### config.mk
export PLATFORM = sky130hd
export DESIGN_NAME = mul_div_unit
export DESIGN_NICKNAME = d
export VERILOG_FILES = /design/src/rtl/mul_div_unit.sv
export SDC_FILE = /design/constraint.sdc
export NUM_CORES = 1
export LEC_CHECK = 0
export ABC_CLOCK_PERIOD_IN_PS = 5300
export CORE_ASPECT_RATIO = 1.75
export CORE_MARGIN = 5
export CORE_UTILIZATION = 55
export CTS_CLUSTER_DIAMETER = 120
export CTS_CLUSTER_SIZE = 30
export DETAILED_ROUTE_END_ITERATION = 16
export PLACE_DENSITY = 0.79
export SLEW_MARGIN = 40
export SYNTH_ARGS = -nofsm -noshare
export SYNTH_HDL_FRONTEND = slang
export SYNTH_SLANG_ARGS = --single-unit
### constraint.sdc
create_clock -name clk -period 5.3 [get_ports clk]
set_input_delay 1.325 -clock clk [delete_from_list [all_inputs] [get_ports clk]]
set_output_delay 1.325 -clock clk [all_outputs]
set_load 0.05 [all_outputs]
### src/rtl/mul_div_unit.sv
// mul_div_unit: iterative 32-step multiply/divide unit producing HI/LO writes.
//
// Ports:
//   clk, reset         - clock and asynchronous active-high reset
//   start, op, a, b    - operation request (op: 00 MULTU, 01 MULT, 10 DIVU, 11 DIV)
//   flush              - abort the in-flight operation without writing HI/LO
//   busy               - high while an operation is in RUN or DONE
//   hi_write, lo_write - one-cycle HI/LO write enables, always asserted together
//   hi_data, lo_data   - product[63:32]/product[31:0] or remainder/quotient,
//                        zero whenever the write enables are low
module mul_div_unit #(
  parameter int unsigned STEPS = 32
) (
  input  logic        clk,
  input  logic        reset,
  input  logic        start,
  input  logic [1:0]  op,
  input  logic [31:0] a,
  input  logic [31:0] b,
  input  logic        flush,
  output logic        busy,
  output logic        hi_write,
  output logic        lo_write,
  output logic [31:0] hi_data,
  output logic [31:0] lo_data
);

  localparam int unsigned CW = $clog2(STEPS);

  typedef enum logic [1:0] {
    IDLE,
    RUN,
    DONE
  } state_t;

  state_t        state;
  state_t        state_next;
  logic [CW-1:0] count;
  logic          is_div;
  logic          neg_q;
  logic          neg_r;
  logic          div_zero;
  logic [31:0]   hi_r;
  logic [31:0]   lo_r;
  logic [31:0]   b_r;

  logic          signed_op;
  logic          accept;
  logic          last_step;
  logic [31:0]   abs_a;
  logic [31:0]   abs_b;
  logic [32:0]   mul_sum;
  logic [32:0]   div_shift;
  logic [32:0]   div_diff;
  logic [63:0]   prod;

  assign signed_op = op[0];
  assign abs_a     = (signed_op && a[31]) ? -a : a;
  assign abs_b     = (signed_op && b[31]) ? -b : b;

  // A new operation may also be taken in DONE so back-to-back requests
  // start immediately after the write cycle.
  assign accept    = start && !flush && (state == IDLE || state == DONE);
  assign last_step = (count == CW'(STEPS - 1));

  // Multiply: {hi_r, lo_r} is the accumulator, lo_r starts as the multiplier
  // and is shifted out as product bits are shifted in.
  assign mul_sum   = {1'b0, hi_r} + (lo_r[0] ? {1'b0, b_r} : 33'd0);

  // Divide: hi_r is the partial remainder, lo_r starts as the dividend and
  // fills with quotient bits.
  assign div_shift = {hi_r, lo_r[31]};
  assign div_diff  = div_shift - {1'b0, b_r};

  // State register
  always_ff @(posedge clk or posedge reset) begin
    if (reset) begin
      state <= IDLE;
    end else begin
      state <= state_next;
    end
  end

  // Next-state logic
  always_comb begin
    state_next = state;
    unique case (state)
      IDLE: if (accept) state_next = RUN;
      RUN: begin
        if (flush) begin
          state_next = IDLE;
        end else if (last_step) begin
          state_next = DONE;
        end
      end
      DONE:    state_next = accept ? RUN : IDLE;
      default: state_next = IDLE;
    endcase
  end

  // Datapath registers
  always_ff @(posedge clk or posedge reset) begin
    if (reset) begin
      count    <= '0;
      is_div   <= 1'b0;
      neg_q    <= 1'b0;
      neg_r    <= 1'b0;
      div_zero <= 1'b0;
      hi_r     <= '0;
      lo_r     <= '0;
      b_r      <= '0;
    end else if (accept) begin
      count    <= '0;
      is_div   <= op[1];
      neg_q    <= signed_op && (a[31] ^ b[31]);
      neg_r    <= signed_op && a[31];
      div_zero <= op[1] && (b == '0);
      hi_r     <= '0;
      lo_r     <= abs_a;
      b_r      <= abs_b;
    end else if (state == RUN) begin
      count <= count + 1'b1;
      if (!is_div) begin
        {hi_r, lo_r} <= {mul_sum, lo_r[31:1]};
      end else if (!div_diff[32]) begin
        hi_r <= div_diff[31:0];
        lo_r <= {lo_r[30:0], 1'b1};
      end else begin
        hi_r <= div_shift[31:0];
        lo_r <= {lo_r[30:0], 1'b0};
      end
    end
  end

  // Outputs. With a zero divisor the remainder register ends up holding |a|,
  // so the dividend-sign fix-up restores the original a; only the quotient
  // needs forcing to all ones.
  always_comb begin
    busy     = (state != IDLE);
    hi_write = 1'b0;
    lo_write = 1'b0;
    hi_data  = '0;
    lo_data  = '0;
    prod     = {hi_r, lo_r};
    if (neg_q) begin
      prod = -prod;
    end
    if (state == DONE && !flush) begin
      hi_write = 1'b1;
      lo_write = 1'b1;
      if (!is_div) begin
        hi_data = prod[63:32];
        lo_data = prod[31:0];
      end else begin
        hi_data = neg_r ? -hi_r : hi_r;
        if (div_zero) begin
          lo_data = '1;
        end else begin
          lo_data = neg_q ? -lo_r : lo_r;
        end
      end
    end
  end

endmodule

* After elaboration in Yosys (flattened, before gate mapping)
Cells that the tools add are included.
Widths: inputs -> output; s select.
** Word-level totals
- Flip-flop bits (word level) :: 107
- Bits of input ports :: 70
- Output and inout bits :: 67
- Logic and storage cells :: 64
** Operators by class
- $add $sub $neg :: 8
- Equal/unequal tests :: 5
- Multiplexer cells :: 27
- Bitwise operators :: 1
- Reduce and logical (&&, ||, !) cells :: 14
** Operator list (count)
- $mux 32 :: 17
- $neg 32->32 :: 4
- $mux 64 :: 1
- $neg 64->64 :: 1
- $add 32x32->33 :: 1
- $sub 33x32->33 :: 1
- $logic_not 32->1 :: 1
- $mux 5 :: 2
- $logic_and 1x1->1 :: 7
- $mux 2 :: 3
- $pmux 2 s3 :: 1
- $add 5x1->5 const B :: 1
- $eq 5x5->1 const B :: 1
- $reduce_bool 2->1 :: 2
- $mux 1 :: 3
- $ne 3x3->1 const B :: 1
- $eq 2x1->1 const B :: 1
- $eq 2x2->1 const B :: 1
- $logic_not 2->1 :: 1
- $ne 2x2->1 const B :: 1
- $reduce_and 2->1 :: 1
- $logic_not 1->1 :: 1
- $logic_or 1x1->1 :: 1
- $xor 1x1->1 :: 1

* Longest topological paths before layout
Gate-level depths: netlist (run 1).
- Depth in word-level cells :: 5
- Mapped depth :: 15
- Depth with buffers taken out :: 14

* Worst setup path before layout (run 1)
OpenSTA, ideal clock, no wires.
- Kind :: flip-flop to output port
- From :: reg hi_r[0]
- To :: out hi_data[22]
- Arrival :: 3.839 ns
- Required time :: 3.975 ns
- Slack :: 0.136 ns
- Stages on the path, launching flop included :: 13
- Path buffers :: 0
- Path through :: dfrtp_1 -> inv_1 -> ha_1 -> or3b_4 -> or3_4 -> or3_4 -> or3_4 -> or3_4 -> o31a_1 -> nor3_4 -> a22oi_2 -> xnor2_1 -> nor2_1
** Between the ends
- Word-level cells in the longest chain between the ends :: 4
- Elaborated cells between the ends (all ways) :: 6
- Those cells by class :: 2 x add/sub; 4 x mux
** Ends and longest elaborated chain
- start: declaration :: RTL line 43 : logic [31:0] hi_r;
- start signal: assignment :: RTL line 124 : {hi_r, lo_r} <= {mul_sum, lo_r[31:1]};
- start signal: assignment :: RTL line 126 : hi_r <= div_diff[31:0];
- start signal: assignment :: RTL line 129 : hi_r <= div_shift[31:0];
- $neg 64->64 / $neg 32->32 (equally long branches) :: RTL line 146, 155
- $mux 64 / $mux 32 (equally long branches) :: RTL line 145, 155
- $mux 32 * :: RTL line 151 : if (!is_div) begin
- $mux 32 * :: RTL line 148 : if (state == DONE && !flush) begin
- end: declaration :: RTL line 24 : output logic [31:0] hi_data,
Mark *: on every way between the ends. The rest lies on a longest branch, timed or not.

* Worst setup path in the final report (run 1)
- From :: reg hi_r[1]
- To :: out hi_data[30]
Same word-level chain as after synthesis.

==> impl_metrics.json, run 1 <==
{
  "status": "complete, no violations",
  "die_w_um": 120,
  "numCtsBuffers": 9,
  "path_max_fanout": 3,
  "die-area_sq_um": 24200,
  "cts.clk_slew.worst_paths_ns": 0.08,
  "ir_worst_vdd_v": 0.000234,
  "synth_cell_type_count": 69,
  "grt_max_degree": 87,
  "worst_pin_slew_ns": 0.846,
  "core_area_sq_um": 20800,
  "ys_async_sr_fraction_pct": 100,
  "r2r_slack_ns": 0.98,
  "h-tree-depth": 3,
  "yosys.area.top_type": "dfrtp_1",
  "critPathMaxStageDelay_ns": 0.42,
  "swShare_pct": 49.9,
  "io_pins": 137,
  "critical_path.cell_chain": "inv_2 > ha_4 > or3b_4 > or3_4 > or3_4 > or3_4 > or3_4 > o31a_1 > nor3_4 > a22oi_2 > xnor2_1 > nor2_1 > clkbuf_16",
  "syn_inst": 1539,
  "placed_area_sq_um": 13300,
  "netlist_top_cells_area": "dfrtp_1, xnor2_1, ha_1",
  "slew_headroom_pct": 42.9,
  "reg2reg_depth": 14,
  "power_frac_clock_pct": 10.5,
  "syn_nets": 1681,
  "port_buffers": 136,
  "hold_ws_ns": 0.481,
  "routedWlPerCell_um": 19.7,
  "arrival_ns": 3.88,
  "layout_setup_ws_ns": 0.0911,
  "dpl.hpwl_mm": 28.9,
  "syn_area_per_cell_sq_um": 7.52,
  "antenna_found_initial": 0,
  "cts.sinks": 107,
  "final_antenna_net_count": 0,
  "skew_ns": 0.00790,
  "ys_warn_count": 0,
  "crit_cells": 13,
  "fp.dieH_um": 202,
  "drc": 0,
  "initial_core_util_pct": 55.5,
  "period_needed_ns": 5.21,
  "synth_edf_count": 0,
  "final_cell_area_sq_um": 13800,
  "path_class": "reg -> out",
  "grtUsageTotal_pct": 30.4,
  "worstSkewPairLatency_ns": 0.37,
  "crit_top_cell": "or3_4",
  "first_iter_violations": 781,
  "synth_seq_area_share_pct": 23.1,
  "p_switching_uw": 3420,
  "insertedDiodeCount": 0,
  "gp_congestion": 0.978,
  "area_growth_pct": 18.8,
  "report.final.setup_viol": 0,
  "routed_wirelength_mm": 37.2,
  "nets": 1779,
  "cts_root_buffer": "clkbuf_16",
  "p_int_uw": 3430,
  "worst_path_max_delay_cell": "dfrtp_2",
  "path_delay_family": "simple AND/OR/NAND/NOR gates",
  "critPathLaunch": "hi_r[1]",
  "grt_pass1_wl_mm": 59.5,
  "p_per_area_nw_per_um2": 498,
  "ys.flop_type": "dfrtp_1",
  "min_path_type": "reg -> reg",
  "maxCapViolCount": 0,
  "via_per_inst": 6.33,
  "drive_gt1_share_pct": 9.93,
  "clock_path_buffers": 2,
  "required_ns": 3.97,
  "syn_area_sq_um": 11600,
  "endpoint": "hi_data[30]",
  "p_comb_share_pct": 66.2,
  "fmax_mhz": 192,
  "final.period_utilization_pct": 98.3,
  "cp-start-kind": "register",
  "synth-seq-cells": 107,
  "dr.pass1.iters": 5,
  "seqPwrFrac_pct": 23.3,
  "grt-ovfl-total": 0,
  "grt_pass1_vias": 11795,
  "dp_slack_ns": 0.227,
  "cts_hold_buffers": 0,
  "p_leak_uw": 0.00583,
  "worstSetupEndpointType": "output port",
  "vias": 11975,
  "hold_viol": 0,
  "slew_violations": 0,
  "r2r-end": "hi_r[31]",
  "cts_tree": "yes",
  "rsz0062_at_grt": "false",
  "rr_startpoint": "lo_r[31]",
  "crit_buf_inv": 2,
  "rows": 70,
  "synth.top_cell.area_share_pct": 23.1
}
[tightest hold or removal path, stage by stage (launching register included)]
cell	delay, ns
dfrtp_1	0.35
nand2_1	0.05
o21ai_0	0.06
[cells by family after synthesis]
| kind of cell | synth area share, % |
|---|---|
| AOI/OAI and AO/OA | 26.0 |
| and+or+nand+nor | 19.5 |
| xor gates and xnor gates | 13.3 |
| buffers and inverters | 5.07 |
| DFF | 23.1 |
| adders and majority gates | 7.91 |
| muxes | 5.06 |
[synthesized netlist by cell type, types with 5 or more instances]
cell,instances
nor2_1,140
clkbuf_1,80
ha_1,70
xnor2_1,105
nor2b_1,14
o21ai_0,174
o41ai_1,15
o21a_1,9
or3_1,19
inv_1,62
buf_2,6
nand3_1,21
nand2b_1,17
o31ai_1,19
dfrtp_1,107
nor4_1,19
o21bai_1,5
or4_1,13
xor2_1,71
nand4_1,6
a21o_1,29
and3_1,7
or2_2,6
mux2i_1,54
and2_1,11
a22oi_1,18
a21oi_1,127
nor3_1,34
nand2_1,156
o211ai_1,37
a31oi_1,14
a211oi_1,9
[repair_timing]
action / in CTS / in global routing
gates resized for setup: 8 / 5
endpoints found under the hold margin: 0 / 0
setup buffers: 9 / 2
pin swaps: 11 / 12
setup endpoints to repair: 4 / 15
[routing by layer]
metal,up-vias,routed length (um),GRT usage [%]
li1,5732,-,-
met1,5628,13900,33.3
met2,490,19200,56.1
met3,125,2210,3.92
met4,0,1930,16.4
met5,-,0,0
[stage by stage]
| step | TNS [ns] | std cells | util [%] | total power (uW) |
|---|---|---|---|---|
| after floorplan | 0 | 1539 | - | 4800 |
| after global placement | 0 | 1867 | 63.9 | 5890 |
| after detailed placement | 0 | 1867 | 64.0 | 5960 |
| after CTS | -0.227 | 1891 | 65.8 | 6760 |
| after global routing | 0 | 1893 | 66.0 | 7350 |
| final | 0 | 1893 | 66.0 | 6850 |
[layout make-up]
class	count	area, sq um
clock inverter	5	60.1
multi-input combinational	1279	8380
clock buffer	10	239
inverter	62	238
fill	1836	7090
timing repair buffer	178	1840
sequential	107	2680
tap	252	315
[power groups by stage]
| stage | clock (uW) | combinational [uW] | sequential, uW |
|---|---|---|---|
| after global routing | 753 | 4960 | 1640 |
| after detailed placement | 0 | 4350 | 1600 |
| final | 719 | 4530 | 1600 |
| after CTS | 723 | 4460 | 1580 |
| after global placement | 0 | 4300 | 1590 |
| after floorplan | 0 | 3440 | 1360 |
[registers in the layout (all words and copies together), names as in the netlist]
signal,flops
b_r,32
count,5
div_zero,1
hi_r,32
is_div,1
lo_r,32
neg_q,1
neg_r,1
state,2
[cell usage in the layout, fill, tap and decap left out, types with 18 or more instances in the layout]
cell type and n:
buf_4 82, o31ai_1 19, nand2_1 153, a21o_1 29
o21ai_0 174, mux2i_1 54, clkdlybuf4s50_1 70, ha_1 69
a22oi_1 18, a21oi_1 126, o211ai_1 37, dfrtp_1 104
nor4_1 19, nor2_1 136, buf_12 23, xor2_1 71
xnor2_1 105, or3_1 19, inv_1 59, nor3_1 34
nand3_1 21
[how the worst min path moves through the flow]
stage	from	slack [ns]	depth (start not counted)	to
after floorplan	b_r[10]	0.45	2	b_r[10]
after global placement	b_r[10]	0.46	2	b_r[10]
after detailed placement	b_r[27]	0.47	2	b_r[27]
after CTS	b_r[27]	0.49	2	b_r[27]
after global routing	b_r[30]	0.52	2	b_r[30]
final	b_r[27]	0.48	2	b_r[27]
Power figures use the tool's default switching activity.
==> run 2, diff against run 1 <==
RECOVER_POWER = 100   (was not set)
==> run 2 against run 1 <==
Compared with the run above: the run now ends with max-capacitance violations, max-slew violations left; sequential power about the same; highest routed layer unchanged; die area is the same; critical path depth is the same.
==> impl_metrics.json, run 2 (same netlist as run 1, synthesis figures left out) <==
{
  "die_w_um": 120,
  "fmax_mhz": 192,
  "r2r_slack_ns": 0.27,
  "n_fill_cell": 1878,
  "grt_pass1_vias": 11795,
  "first_iter_violations": 810,
  "worst_pin_slew_ns": 2.42,
  "final_cell_count_no_fill": 1894,
  "drive_gt1_share_pct": 7.62,
  "routedWlPerCell_um": 19.7,
  "path_class": "reg -> out",
  "cp-start-kind": "register",
  "hold_viol": 0,
  "worst_path_max_delay_cell": "dfrtp_2",
  "core_area_sq_um": 20800,
  "initial_core_util_pct": 55.5,
  "fin_tns_setup_ns": 0,
  "clock_path_buffers": 2,
  "critical_path.cell_chain": "inv_2 > ha_4 > or3b_4 > or3_4 > or3_4 > or3_4 > or3_4 > o31a_1 > nor3_4 > a22oi_2 > xnor2_1 > nor2_1 > clkbuf_16",
  "final_cell_area_sq_um": 13500,
  "cts_root_buffer": "clkbuf_16",
  "rr_startpoint": "lo_r[31]",
  "numCtsBuffers": 9,
  "path_delay_family": "simple AND/OR/NAND/NOR gates",
  "crit_buf_inv": 2,
  "hold_ws_ns": 0.482,
  "report.final.setup_viol": 0,
  "worstSkewPairLatency_ns": 0.37,
  "grt-ovfl-total": 0,
  "cts_hold_buffers": 0,
  "layout_common_cells": "o21ai_0, nand2_1, nor2_1",
  "largest_registers": "b_r x32, hi_r x32, lo_r x32",
  "p_leak_uw": 0.00571,
  "path_max_fanout": 3,
  "rsz0062_at_grt": "false",
  "cts.sinks": 107,
  "final.period_utilization_pct": 98.2,
  "holdCritStartpoint": "b_r[27]",
  "grtUsageTotal_pct": 30.4,
  "routed_wirelength_mm": 37.3,
  "violations": "max-capacitance violations, max-slew violations",
  "die-area_sq_um": 24200,
  "whs_path_depth": 2,
  "final_antenna_net_count": 0,
  "grt_max_degree": 87,
  "ir_worst_vdd_v": 0.000233,
  "rows": 70,
  "area_growth_pct": 17.0,
  "nets": 1779,
  "vias": 11917,
  "port_buffers": 136,
  "dr.pass1.iters": 6,
  "crit_top_cell": "or3_4",
  "period_needed_ns": 5.21,
  "slew_headroom_pct": -61.9,
  "gp_congestion": 0.978,
  "layout_commonest_cell": "o21ai_0",
  "drc": 0,
  "grt_pass1_wl_mm": 59.5,
  "fp.dieH_um": 202,
  "min_to": "b_r[27]",
  "worstSetupEndpointType": "output port",
  "placed_area_sq_um": 13300,
  "required_ns": 3.97,
  "maxCapViolCount": 4,
  "arrival_ns": 3.88,
  "dp.cells": 1867,
  "dpl.hpwl_mm": 28.9,
  "slew_violations": 178,
  "dp_slack_ns": 0.227,
  "skew_ns": 0.00680,
  "cts_tree": "yes",
  "h-tree-depth": 3,
  "min_path_type": "reg -> reg",
  "reg2reg_depth": 13,
  "layout_setup_ws_ns": 0.0937,
  "via_per_inst": 6.29,
  "r2r-end": "hi_r[11]",
  "p_per_area_nw_per_um2": 504,
  "status": "finished, violations left",
  "io_pins": 137,
  "cts.clk_slew.worst_paths_ns": 0.08,
  "antenna_found_initial": 1,
  "critPathMaxStageDelay_ns": 0.42
}
==> run 2: cell types whose count changed in the layout (fill, tap and decap cells not counted), sizes merged <==
cell           delta
clkbuf           +43
buf              -46
diode             +1
dlymetal6s2s      +3
clkdlybuf4s50     -3
inv               -1
clkinvlp          +1
dlygate4sd3       +3
==> run 2: tightest hold or removal path: cells and delay by family (launching register included) <==
family | cells | cell delay (ns)
AO/OA/AOI/OAI | 1 | 0.06
AND/OR/NAND/NOR | 1 | 0.05
flip-flops | 1 | 0.35
==> run 2: final cells by class <==
type | instances | area (sq um) | area share, %
tap | 252 | 315 | 2.33
clock inverter | 5 | 60.1 | 0.443
clock buffer | 10 | 239 | 1.76
sequential | 107 | 2680 | 19.8
antenna | 1 | 2.50 | 0.0185
timing repair buffer | 178 | 1650 | 12.2
inverter | 62 | 236 | 1.75
multi-input combinational | 1279 | 8360 | 61.7
==> run 2: where the power goes <==
part | switching [uW] | leakage [uW] | total (uW) | internal (uW)
logic | 2540 | 0.00423 | 4510 | 1970
clock network | 338 | 0.000145 | 718 | 380
registers | 527 | 0.00133 | 1600 | 1070
total | 3410 | 0.00571 | 6830 | 3420
==> run 2: repair_timing <==
action | CTS | global route
cloned | 0 | 0
pin swaps | 11 | 12
setup endpoints to repair | 4 | 15
setup buffers | 9 | 2
resized for setup | 8 | 5
==> run 2: metrics by stage <==
| step | total power [uW] | util [%] |
|---|---|---|
| global placement | 5890 | 63.9 |
| CTS | 6760 | 65.8 |
| global route | 7330 | 65.0 |
| floorplan | 4800 | - |
| finish | 6830 | 65.0 |
| detailed placement | 5960 | 64.0 |
==> run 2: worst max-delay path by stage <==
stage / from / end / slack (ns) / cells past startpoint
4_1_cts: hi_r[1] / hi_data[22] / -0.09 / 13
6_report: hi_r[1] / hi_data[30] / 0.09 / 13
3_3_place_gp: hi_r[0] / hi_data[22] / 0.32 / 13
3_5_place_dp: hi_r[0] / hi_data[22] / 0.23 / 13
2_1_floorplan: hi_r[0] / hi_data[22] / 0.14 / 12
5_1_grt: lo_r[17] / hi_data[30] / 0.004 / 11
==> run 2: per-layer routing <==
layer	vias to the layer above	global-route usage [%]	wire, um
met5	-	0	0
li1	5721	-	-
met4	0	16.4	1860
met1	5622	33.3	13900
met2	462	56.1	19400
met3	112	3.92	2080
==> edit 1: new RTL, settings of run 1 <==
Put a register stage on the output `lo_data`. The value now appears one clock later. The other outputs are not delayed to match.
--- a/src/rtl/mul_div_unit.sv
+++ b/src/rtl/mul_div_unit.sv
@@ -33,4 +33,6 @@
     DONE
   } state_t;
+
+  logic [31:0] lo_data_d;
 
   state_t        state;
@@ -141,5 +143,5 @@
     lo_write = 1'b0;
     hi_data  = '0;
-    lo_data  = '0;
+    lo_data_d = '0;
     prod     = {hi_r, lo_r};
     if (neg_q) begin
@@ -151,11 +153,11 @@
       if (!is_div) begin
         hi_data = prod[63:32];
-        lo_data = prod[31:0];
+        lo_data_d = prod[31:0];
       end else begin
         hi_data = neg_r ? -hi_r : hi_r;
         if (div_zero) begin
-          lo_data = '1;
+          lo_data_d = '1;
         end else begin
-          lo_data = neg_q ? -lo_r : lo_r;
+          lo_data_d = neg_q ? -lo_r : lo_r;
         end
       end
@@ -163,4 +165,8 @@
   end
 
+  always_ff @(posedge clk) begin
+    lo_data <= lo_data_d;
+  end
+
 endmodule
 
Formal check against the unedited RTL: same outputs for any inputs over 10 cycles, from zero or initial values and one cycle with reset high; that may be too few to reach the edited logic, so the function may still have changed.
==> edit 1 against run 1 <==
  * Non-clock buffer count decreased by 17
  * Setup slack gained 0.23 ns
  * Routed wire length rose by 12%
  * Worst hold slack better by 0.0042 ns
  * Sequential power grew 14%
  * Critical path depth shrank 2
  * Power increased by 5.8%
  * Cell area is 7.4% higher
  * Synthesized area grew 6.7%
  * Cell count is 5.7% higher
  * Via count is 5.8% higher
  * Sequential cell count up 32
==> edit 1: results <==
layout:
  inverters: 66
  multi_input_comb_cells: 1305
  multi_input_area_share_pct: 57.3
  fill_cells: 1938
  buffers: 161
  insertedDiodeCount: 1
  layout-drive-gt1-share_pct: 7.16
  nClkBuffers: 24
  regArea_sq_mm: 0.00332
  clock_area_share_pct: 4.09
  nets: 1832
  buffer_area_share_pct: 11.9
clocking:
  htree_levels: 4
  ctsResizeCount: 0
  path_clk_slew_ns: 0.06
  cts_root_buf: "clkbuf_16"
  numCtsBuffers: 17
  clock_latency_ns: 0.44
  cts_setup_buffers: 0
synth:
  synth.area.mux_share_pct: 4.36
  syn_nets: 1743
  ys_ff_latch: 139
  synth-compound-area-share_pct: 25.2
  synthArstFlopShare_pct: 77.0
  synth-xor-area-share_pct: 11.8
  yosys-top-cells-count: "nand2_1, o21ai_0, nor2_1, a21oi_1, dfrtp_1"
  synthAdderAreaFrac_pct: 7.41
  synth_seq_area_share_pct: 26.8
  synth.area.top_cells: "dfrtp_1, ha_1, o21ai_0"
  yosysUniqueCellTypes: 70
setup_path:
  timing.critical_path.from: "lo_r[14]"
  worst_path_max_delay_cell: "or4_1"
  rrSetupSlack_ns: 1.06
  reg2reg_from: "lo_r[0]"
  cp_max_fo: 5
  crit_path_max_incr_delay_ns: 0.65
  arrival_ns: 3.66
pwr:
  pwr-share-seq_pct: 25.1
  switchingPower_mw: 3.49
  ir_worst_vdd_uv: 254
  pg_comb_mw: 4.21
  power.leakage_nw: 6.25
placement:
  numPortBuffers: 136
  hpwl_um: 31700
  gp_congestion: 1.00
drt:
  drtIter0Drc: 968
  drt_first_pass_iters: 7
  vias_per_cell: 6.34
  wl_per_cell_um: 20.9
grt:
  first_global_vias: 12700
  grt_first_pass_wirelength_um: 66100
  grt_use_total_pct: 32.7
  antenna_found_initial: 1
  grt_max_degree: 75
outcome:
  outcome: "completed"
sta:
  worst_pin_slew_ns: 0.829
  holdWs_ns: 0.486
  clock_skew_ns: 0.00948
min_path:
  hold_start: "b_r[13]"
-- edit 1: changes by cell type after synthesis, sizes merged, moves of 11 or more --
cell / run 1 / this run
a21oi: 127 / 138
dfxtp: 0 / 32
nand2: 156 / 170
o21ai: 177 / 150
xnor2: 105 / 81
xor2: 71 / 85
-- edit 1: per-layer routing --
layer,track usage [%],wire [um],vias up
li1,-,-,5937
met1,34.7,14500,5950
met2,58.7,21600,598
met3,5.30,2710,186
met4,20.4,2980,0
met5,0,0,-
-- edit 1: through the flow --
step           setup WS, ns  instances  utilization, %  instance area (sq um)  total power [mW]
2_1_floorplan         0.731       1601               -                  12400              4.79
3_3_place_gp          0.600       1966            63.6                  14100              5.81
3_5_place_dp          0.501       1967            63.8                  14100              5.89
4_1_cts              0.0386       1999            66.5                  14700              7.13
5_1_grt              0.0507       2000            66.7                  14800              7.70
6_report              0.317       2000            66.7                  14800              7.25
-- edit 1: path summary, 6_finish.rpt --
kind                                to  cells after the start
setup / recovery           hi_data[31]                     11
hold / removal                 b_r[13]                      2
setup reg to reg              hi_r[30]                     13
hold reg to reg                b_r[13]                      2
max in group asynchronous      b_r[26]                      3
min in group asynchronous       b_r[4]                      2
-- edit 1: worst max-delay path: cells and delay by family (launching register included) --
family | cells | cell delay, ns
and+or+nand+nor | 7 | 1.99
DFF | 1 | 0.43
AOI/OAI and AO/OA | 2 | 0.52
xor gates and xnor gates | 1 | 0.12
buffers and inverters | 1 | 0.17
-- edit 1: logic make-up (layout without fill, tap and decap cells) --
kind of cell / Yosys count / in the layout
adder cells (fa/ha/maj): 72 / 72
flip-flops: 139 / 139
AO/OA/AOI/OAI: 505 / 505
other: 0 / 1
XOR/XNOR: 166 / 166
AND/OR/NAND/NOR: 509 / 509
multiplexers: 53 / 53
buffers and inverters: 157 / 259
==> edit 2: new RTL, settings of run 1 <==
Without the edit above. Set the parameter `STEPS` to 16 (it was 32).
--- a/src/rtl/mul_div_unit.sv
+++ b/src/rtl/mul_div_unit.sv
@@ -10,5 +10,5 @@
 //                        zero whenever the write enables are low
 module mul_div_unit #(
-  parameter int unsigned STEPS = 32
+  parameter int unsigned STEPS = 16
 ) (
   input  logic        clk,
Behaviour: no difference found for any inputs over 10 cycles, from zero or initial values and one cycle with reset high; that may be too few to reach the edited logic, so the function may still have changed.
==> edit 2 against run 1 <==
  * Synthesized area grew 3.2%
  * Power shrank 4.0%
  * Global-route usage grew 2.9 points
  * Fmax grew 1.7%
  * Routed wire length grew 12%
  * Cell area grew 2.8%
  * Setup slack gained 0.089 ns
  * Sequential cell count shrank 1
  * Non-clock buffer count shrank 4
  * Critical path depth shrank 3
==> edit 2: results <==
layout:
  inverters: 70
  clock_area_share_pct: 2.05
  fill_cells: 1969
  sh_seq_area_pct: 18.8
  buffer_area_share_pct: 13.3
  multiInputGateArea_sq_mm: 0.00868
  nets: 1831
  layout-drive-gt1-share_pct: 8.79
  nClkBuffers: 11
  buffers: 174
drt:
  drtIter0Drc: 921
  wl_met3_um: 2640
  vias_per_cell: 6.37
  routed_wl_um: 41700
  drt-met1-wl_um: 14800
  wl_met2_um: 20900
setup_path:
  worst_path_max_delay_cell: "or4_4"
  cp_max_fo: 8
  arrival_ns: 3.80
  crit_family: "simple AND/OR/NAND/NOR gates"
synth:
  synth.area.mux_share_pct: 4.62
  synth_seq_area_share_pct: 22.2
  synth-compound-area-share_pct: 26.6
  synth.area.top_cells: "dfrtp_1, ha_1, xnor2_1"
  yosysUniqueCellTypes: 76
  syn_nets: 1742
  synthAdderAreaFrac_pct: 7.56
  synth-xor-area-share_pct: 12.1
placement:
  hpwl_um: 33000
  gp_congestion: 1.04
  place_ws_ns: 0.312
pwr:
  ir_worst_vdd_uv: 183
  power.leakage_nw: 5.92
grt:
  grt_first_pass_wirelength_um: 65400
  grt_max_degree: 81
  grt_use_total_pct: 33.3
outcome:
  outcome: "completed"
clocking:
  cts.sinks: 106
sta:
  clock_skew_ns: 0.0134
  worst_pin_slew_ns: 0.844
-- edit 2: changes by cell type after synthesis, sizes merged, moves of 8 or more --
| cell | run 1 | this run |
|---|---|---|
| o221ai | 2 | 10 |
| nand2 | 156 | 171 |
| a21o | 29 | 20 |
| o21a | 9 | 17 |
| nor2 | 140 | 149 |
| a21oi | 127 | 137 |
| inv | 62 | 70 |
| xnor2 | 105 | 96 |
| o21ai | 177 | 150 |
-- edit 2: stage by stage --
| step | total power, mW | cell area (sq um) | hold slack [ns] | cells |
|---|---|---|---|---|
| 2_1_floorplan | 4.57 | 11900 | 0.450 | 1601 |
| 3_3_place_gp | 5.73 | 13800 | 0.461 | 1968 |
| 3_5_place_dp | 5.79 | 13800 | 0.470 | 1970 |
| 4_1_cts | 6.49 | 14100 | 0.487 | 1986 |
| 5_1_grt | 7.05 | 14100 | 0.506 | 1987 |
| 6_report | 6.58 | 14100 | 0.483 | 1987 |
-- edit 2: final timing paths --
path                          start     endpoint  cells after the start  slack [ns]
hold / removal              b_r[11]      b_r[11]                      2        0.48
min in group asynchronous     reset     lo_r[27]                      2        1.23
setup reg to reg            lo_r[0]     hi_r[30]                     13        0.95
hold reg to reg             b_r[11]      b_r[11]                      2        0.48
setup / recovery           lo_r[15]  hi_data[31]                     10        0.18
max in group asynchronous     reset     hi_r[18]                      3        3.35
-- edit 2: logic make-up after synthesis --
kind of cell	after synthesis
flops	106
simple gates	529
xor+xnor	165
buf+inv	166
compound gates	509
mux	55
fa+ha+maj	71
-- edit 2: routing by layer --
metal  up-vias  GRT usage [%]
met5         -              0
met4         0           24.3
met3       180           4.03
met2       558           58.6
met1      5936           36.0
li1       5977              -
-- edit 2: power by group --
part	internal, mW	switching (mW)
sequential	1.06	0.479
clock	0.347	0.335
combinational	1.76	2.60
total	3.17	3.41
